## src/rtl/display_pkg.sv

```systemverilog
// display_pkg: shared 7-segment constants and BCD-to-segment decode
//   SEG_W      segment count (a..g)
//   seg_t      active-low segment vector, bit 0 = a
//   SEG_BLANK  all segments off
//   SEG_TABLE  active-low patterns for digits 0..9
//   bcd_seg    decode one BCD code, invalid codes (>9) give SEG_BLANK
package display_pkg;
   localparam int SEG_W = 7;
   typedef logic [0:SEG_W-1] seg_t;
   localparam seg_t SEG_BLANK = 7'b1111111;
   localparam seg_t SEG_TABLE [10] = '{
      7'b0000001, 7'b1001111, 7'b0010010, 7'b0000110, 7'b1001100,
      7'b0100100, 7'b0100000, 7'b0001111, 7'b0000000, 7'b0000100
   };
   function automatic seg_t bcd_seg(input logic [3:0] code);
      return (code > 4'd9) ? SEG_BLANK : SEG_TABLE[code];
   endfunction
endpackage

```

## src/rtl/bcd_seg_decoder.sv

```systemverilog
// bcd_seg_decoder: combinational BCD to active-low 7-segment decoder
//   code  in   4      BCD digit, codes above 9 decode to blank
//   seg   out  [0:6]  segments a..g, active-low
module bcd_seg_decoder
   import display_pkg::*;
(
   input  logic [3:0] code,
   output seg_t       seg
);
   assign seg = bcd_seg(code);
endmodule

```

## src/rtl/bcd_display_scanner.sv

```systemverilog
// bcd_display_scanner: time-multiplexed common-anode 7-segment scanner for a packed BCD word
//   clk        in   1           system clock
//   rst        in   1           synchronous active-high reset
//   load       in   1           latch bcd_in, dp_in, blink_en
//   bcd_in     in   4*N_DIGITS  digit i at bits [4i+3:4i]
//   dp_in      in   N_DIGITS    decimal point request per digit, 1 = lit
//   blink_en   in   N_DIGITS    1 = digit blinks
//   blank_lz   in   1           suppress leading zeros (live)
//   seg        out  [0:6]       segments a..g, active-low
//   dp         out  1           decimal point, active-low
//   an         out  N_DIGITS    digit enables, active-low
//   frame_tick out  1           pulse when the last digit slot ends
module bcd_display_scanner
   import display_pkg::*;
#(
   parameter int N_DIGITS  = 4,
   parameter int SLOT_CLKS = 50000,
   parameter int BLINK_FRM = 64
) (
   input  logic                  clk,
   input  logic                  rst,
   input  logic                  load,
   input  logic [4*N_DIGITS-1:0] bcd_in,
   input  logic [N_DIGITS-1:0]   dp_in,
   input  logic [N_DIGITS-1:0]   blink_en,
   input  logic                  blank_lz,
   output logic [0:SEG_W-1]      seg,
   output logic                  dp,
   output logic [N_DIGITS-1:0]   an,
   output logic                  frame_tick
);
   localparam int PW = $clog2(SLOT_CLKS);
   localparam int IW = $clog2(N_DIGITS);
   localparam int FW = BLINK_FRM > 1 ? $clog2(BLINK_FRM) : 1;
   logic [PW-1:0]         psc;
   logic [IW-1:0]         idx;
   logic [FW-1:0]         frm;
   logic                  phase;
   logic [4*N_DIGITS-1:0] bcd_r;
   logic [N_DIGITS-1:0]   dp_r, blink_r, zero, lz;
   logic [3:0]            code;
   seg_t                  dec;
   logic                  slot_end, wrap, frm_last, blank;
   // lz[i]: digit i and every digit above it are zero; bits below i are forced
   // to 1 so the AND-reduce only sees the suffix. Digit 0 is never suppressed.
   always_comb begin
      zero = '0;
      lz   = '0;
      for (int i = 0; i < N_DIGITS; i++) zero[i] = bcd_r[4*i +: 4] == 4'd0;
      for (int i = 1; i < N_DIGITS; i++) lz[i] = &(zero | N_DIGITS'((1 << i) - 1));
   end
   assign code     = bcd_r[4*idx +: 4];
   assign slot_end = psc == PW'(SLOT_CLKS - 1);
   assign wrap     = slot_end && idx == IW'(N_DIGITS - 1);
   assign frm_last = frm == FW'(BLINK_FRM - 1);
   assign blank    = (blink_r[idx] & phase) | (blank_lz & lz[idx]);
   bcd_seg_decoder u_dec (
      .code (code),
      .seg  (dec)
   );
   always_ff @(posedge clk) begin
      if (rst) begin
         psc        <= '0;
         idx        <= '0;
         frm        <= '0;
         phase      <= 1'b0;
         bcd_r      <= '0;
         dp_r       <= '0;
         blink_r    <= '0;
         seg        <= SEG_BLANK;
         dp         <= 1'b1;
         an         <= '1;
         frame_tick <= 1'b0;
      end else begin
         if (load) begin
            bcd_r   <= bcd_in;
            dp_r    <= dp_in;
            blink_r <= blink_en;
         end
         psc        <= slot_end ? '0 : psc + 1'b1;
         idx        <= wrap ? '0 : slot_end ? idx + 1'b1 : idx;
         frm        <= wrap ? (frm_last ? '0 : frm + 1'b1) : frm;
         phase      <= phase ^ (wrap & frm_last);
         frame_tick <= wrap;
         // first cycle of each slot keeps all anodes off to avoid ghosting
         an         <= psc == '0 ? '1 : ~(N_DIGITS'(1) << idx);
         seg        <= blank ? SEG_BLANK : dec;
         dp         <= blank | ~dp_r[idx];
      end
   end
endmodule
```

## config.mk

```make
export PLATFORM = sky130hd
export DESIGN_NAME = bcd_display_scanner
export DESIGN_NICKNAME = d
export VERILOG_FILES = /design/src/rtl/display_pkg.sv /design/src/rtl/bcd_seg_decoder.sv /design/src/rtl/bcd_display_scanner.sv
export SDC_FILE = /design/constraint.sdc
export NUM_CORES = 1
export LEC_CHECK = 0
export ABC_AREA = 1
export CORE_ASPECT_RATIO = 0.9
export CORE_MARGIN = 4
export CORE_UTILIZATION = 40
export DETAILED_ROUTE_END_ITERATION = 8
export HOLD_SLACK_MARGIN = 0.15
export MAX_ROUTING_LAYER = met4
export SYNTH_ARGS = -nofsm -noshare
export SYNTH_HDL_FRONTEND = slang
export SYNTH_HIERARCHICAL = 1
export SYNTH_SLANG_ARGS = --single-unit
```

## constraint.sdc

```tcl
create_clock -name clk -period 1.8 [get_ports clk]
set_input_delay 0.27 -clock clk [delete_from_list [all_inputs] [get_ports clk]]
set_output_delay 0.27 -clock clk [all_outputs]
set_load 0.01 [all_outputs]
```

==> impl_results.md <==
- Cts bufs inserted: 9
- Vias in the first global route: about 2.4k
- Gr usage total: 16.0%
- Leak: 1.66 nW
- Peak supply drop: 0.356 mV
- Detailed-route wire length: between 6000 and 7000 µm
- FILL cells: 732
- First-pass GRT wire length: between 10,000 and 15,000 µm
- Via count: 2,748
- Die area: 8990 µm²
- Area of the multi-input gates: 1540 µm²
- Net Sw Power: about 0.00073 W
- Achievable Freq: 616 MHz
- Clock Sinks: 62
- Area Growth Syn to Fin: 27.8%
- GPL Wtd Cong: 0.864
- CP cell instances: inv_4 > buf_4 > o21ai_0 > o21ai_1 > inv_2 > ha_1 > nand2_1 > inv_1 > o21ai_0 > inv_1 > nand2_1
- Slowest CP cell: dfxtp_2
- Initial antenna violation count: 0
- Synth area leader: dfxtp_1
- Htree depth: 3
- Synth top area share: 41.2%
- Post-DP HPWL: 5080 µm
- Die Span X: 99.5 µm
- Sum Neg Setup Slack: 0 ns
- Max incr delay on CP: between 0.3 and 0.4 ns
- Synth top area cells: dfxtp_1 (41%), nand2_1 (9.8%), nor2_1 (9.6%)
- DR vias/cell: 4.72
- Post-Syn Instances: 427
- CP top delay family: compound AO/OA/AOI/OAI gates
- Register Area: approximately 1200 µm²
- Initial Util: 41.9%
- Status: complete, no violations
- Worst-skew pair later-pin latency: 0.35 ns
- Hold Path Class: register to register
- TritonCTS clock tree: built
- Crit path buf inv count: 5
- Internal: ~0.0024 W
- Reg clk slew, reported paths: 0.07 ns
- Remaining antenna violation count: 0
- Clock Tree Buf Depth: 2
- Mapped Area: 3010 µm²
- PD cells: 820 nW/µm²
- Clock Power Share: 42.7%
- Crit. End Element: register
- Port bufs: 40
- Final hold viol count: 0
- Sequential group share of total power: 46.4%
- Total of max-cap violations: 0
- Crit path launch: idx[0]
- Final Cycle Share: 90.2%
- Inserted Diodes: 0
- Final min period: 1.62 ns
- Clk Tree Root Cell: clkbuf_8
- Initial DRC count: 144
- CP startpoint kind: register
- Worst r2r src: idx[0]
- Worst hold slack: 0.473 ns
- Worst Tran Pin Value: slightly above 0.4 ns
- Synth warn: 6
- Slew Limit Headroom: 72.5%
- Sw Share: 23.3%
- Overflow after GRT: 0
- # rows: 29
- Hold Startpoint: blink_r[1]
- Layout cells sized above 1: 12.7%
- Io pins: 41
- RSZ-0062 raised after global routing: false
- DRC viols: 0
- Count of pins over their slew limit: 0
- Combinational group share of total power: 11.0%
- Register area share after synthesis: 41.2%
- Distinct cells, synth: 30
- Crit path arrival time: 1.91 ns
- WL per Instance: 11.6 µm
- DRT Pass-1 Iters: 4
- Setup CP Type: register to register
- Fin nets: 524
- Syn Area/Cell: a little over 7 µm²
- Flops & latches, synth: 62
- Final setup fails: 0
- Die height: 90.3 µm
- Largest net degree at the start of global routing: 19
- Worst Path Max Fanout: 10
- Post-synth net total: roughly 470
- Worst EP required: between 2 and 2.5 ns
- CTS Hold Bufs: 0
- Skew final: ~0.0057 ns
- Core Region: 7180 µm²
worst register-to-register path, stage by stage (launching register included):
cell and delay (ns):
dfxtp_2 0.34, inv_4 0.09, buf_4 0.12, o21ai_0 0.07
o21ai_1 0.20, inv_2 0.10, ha_1 0.29, nand2_1 0.08
inv_1 0.04, o21ai_0 0.14, inv_1 0.05, nand2_1 0.05
Yosys cell counts, drive strengths merged:
master,number
nor2,86
nand4,6
nor3b,2
dfxtp,62
nand2,84
a21oi,26
nand3b,2
nor3,5
nor4,1
xor2,6
o22ai,1
or2,1
inv,48
buf,6
ha,12
clkinv,1
o21ai,45
nand3,25
clkbuf,8
logic make-up after synthesis:
logic type      count (synthesis)  share of synthesized area, %
compound gates                 72                          12.1
xor+xnor                        6                          1.74
fa+ha+maj                      12                          4.98
buf+inv                        63                          8.43
flops                          62                          41.2
simple gates                  212                          31.5
stage by stage:
stage / setup WS, ns / instances / utilization, % / area [µm²] / total power [W]
after global routing: 0.0105 / 582 / 53.6 / 3850 / 0.00331
after global placement: 0.0887 / 563 / 49.9 / 3590 / 0.00182
after detailed placement: 0.0265 / 563 / 49.9 / 3590 / 0.00183
after floorplan: 0.0362 / 427 / - / 3010 / 0.00167
after CTS: 0.000382 / 579 / 52.9 / 3800 / 0.00318
final: 0.177 / 582 / 53.6 / 3850 / 0.00316
power groups by stage:
stage | clock (W) | combinational [W] | sequential [W]
after floorplan | 0 | 0.000168 | 0.00150
after global placement | 0 | 0.000329 | 0.00150
after detailed placement | 0 | 0.000333 | 0.00150
after CTS | 0.00139 | 0.000334 | 0.00146
after global routing | 0.00145 | 0.000388 | 0.00147
final | 0.00135 | 0.000346 | 0.00146
path summary, 6_finish.rpt:
| path | slack, ns | end | cells after the start |
|---|---|---|---|
| max | 0.18 | seg[3] | 11 |
| min | 0.47 | blink_r[1] | 2 |
| max reg2reg | 0.18 | seg[3] | 11 |
| min reg2reg | 0.47 | blink_r[1] | 2 |
layer usage:
metal / wire, µm / global-route usage (%)
met5: 0 / -
met4: 115 / 7.39
met3: 345 / 4.71
met2: 2700 / 20.9
met1: 3560 / 22.3
state kept, by name, summed over array words and instances (netlist names):
name        flops
frame_tick      1
seg             7
dp_r            4
an              4
phase           1
blink_r         4
idx             2
bcd_r          16
frm             6
psc            16
dp              1
cell usage in the layout, fill, tap and decap left out, drive strengths merged:
| cell type | Yosys | final |
|---|---|---|
| clkinv | 1 | 3 |
| bufinv | 0 | 2 |
| nor4 | 1 | 1 |
| nor3b | 2 | 2 |
| ha | 12 | 12 |
| o22ai | 1 | 1 |
| or2 | 1 | 1 |
| nor2 | 86 | 86 |
| clkbuf | 8 | 12 |
| nand3b | 2 | 2 |
| clkdlybuf4s50 | 0 | 40 |
| inv | 48 | 48 |
| nor3 | 5 | 5 |
| o21ai | 45 | 45 |
| a21oi | 26 | 26 |
| nand3 | 25 | 25 |
| dfxtp | 62 | 62 |
| nand4 | 6 | 6 |
| xor2 | 6 | 6 |
| nand2 | 84 | 84 |
| buf | 6 | 20 |
timing repair:
item	CTS	global route
resized for setup	0	12
setup buffers	0	3
endpoints found under the setup margin	0	7
cell type report:
| type | count | area share (%) |
|---|---|---|
| multi-input cells | 302 | 39.9 |
| flip-flops and latches | 62 | 32.3 |
| repair buffers | 60 | 14.3 |
| inverters | 49 | 4.87 |
| clock buffers | 12 | 3.77 |
| well taps | 93 | 3.02 |
| clock inverters | 4 | 1.82 |
Power figures use the tool's default switching activity.
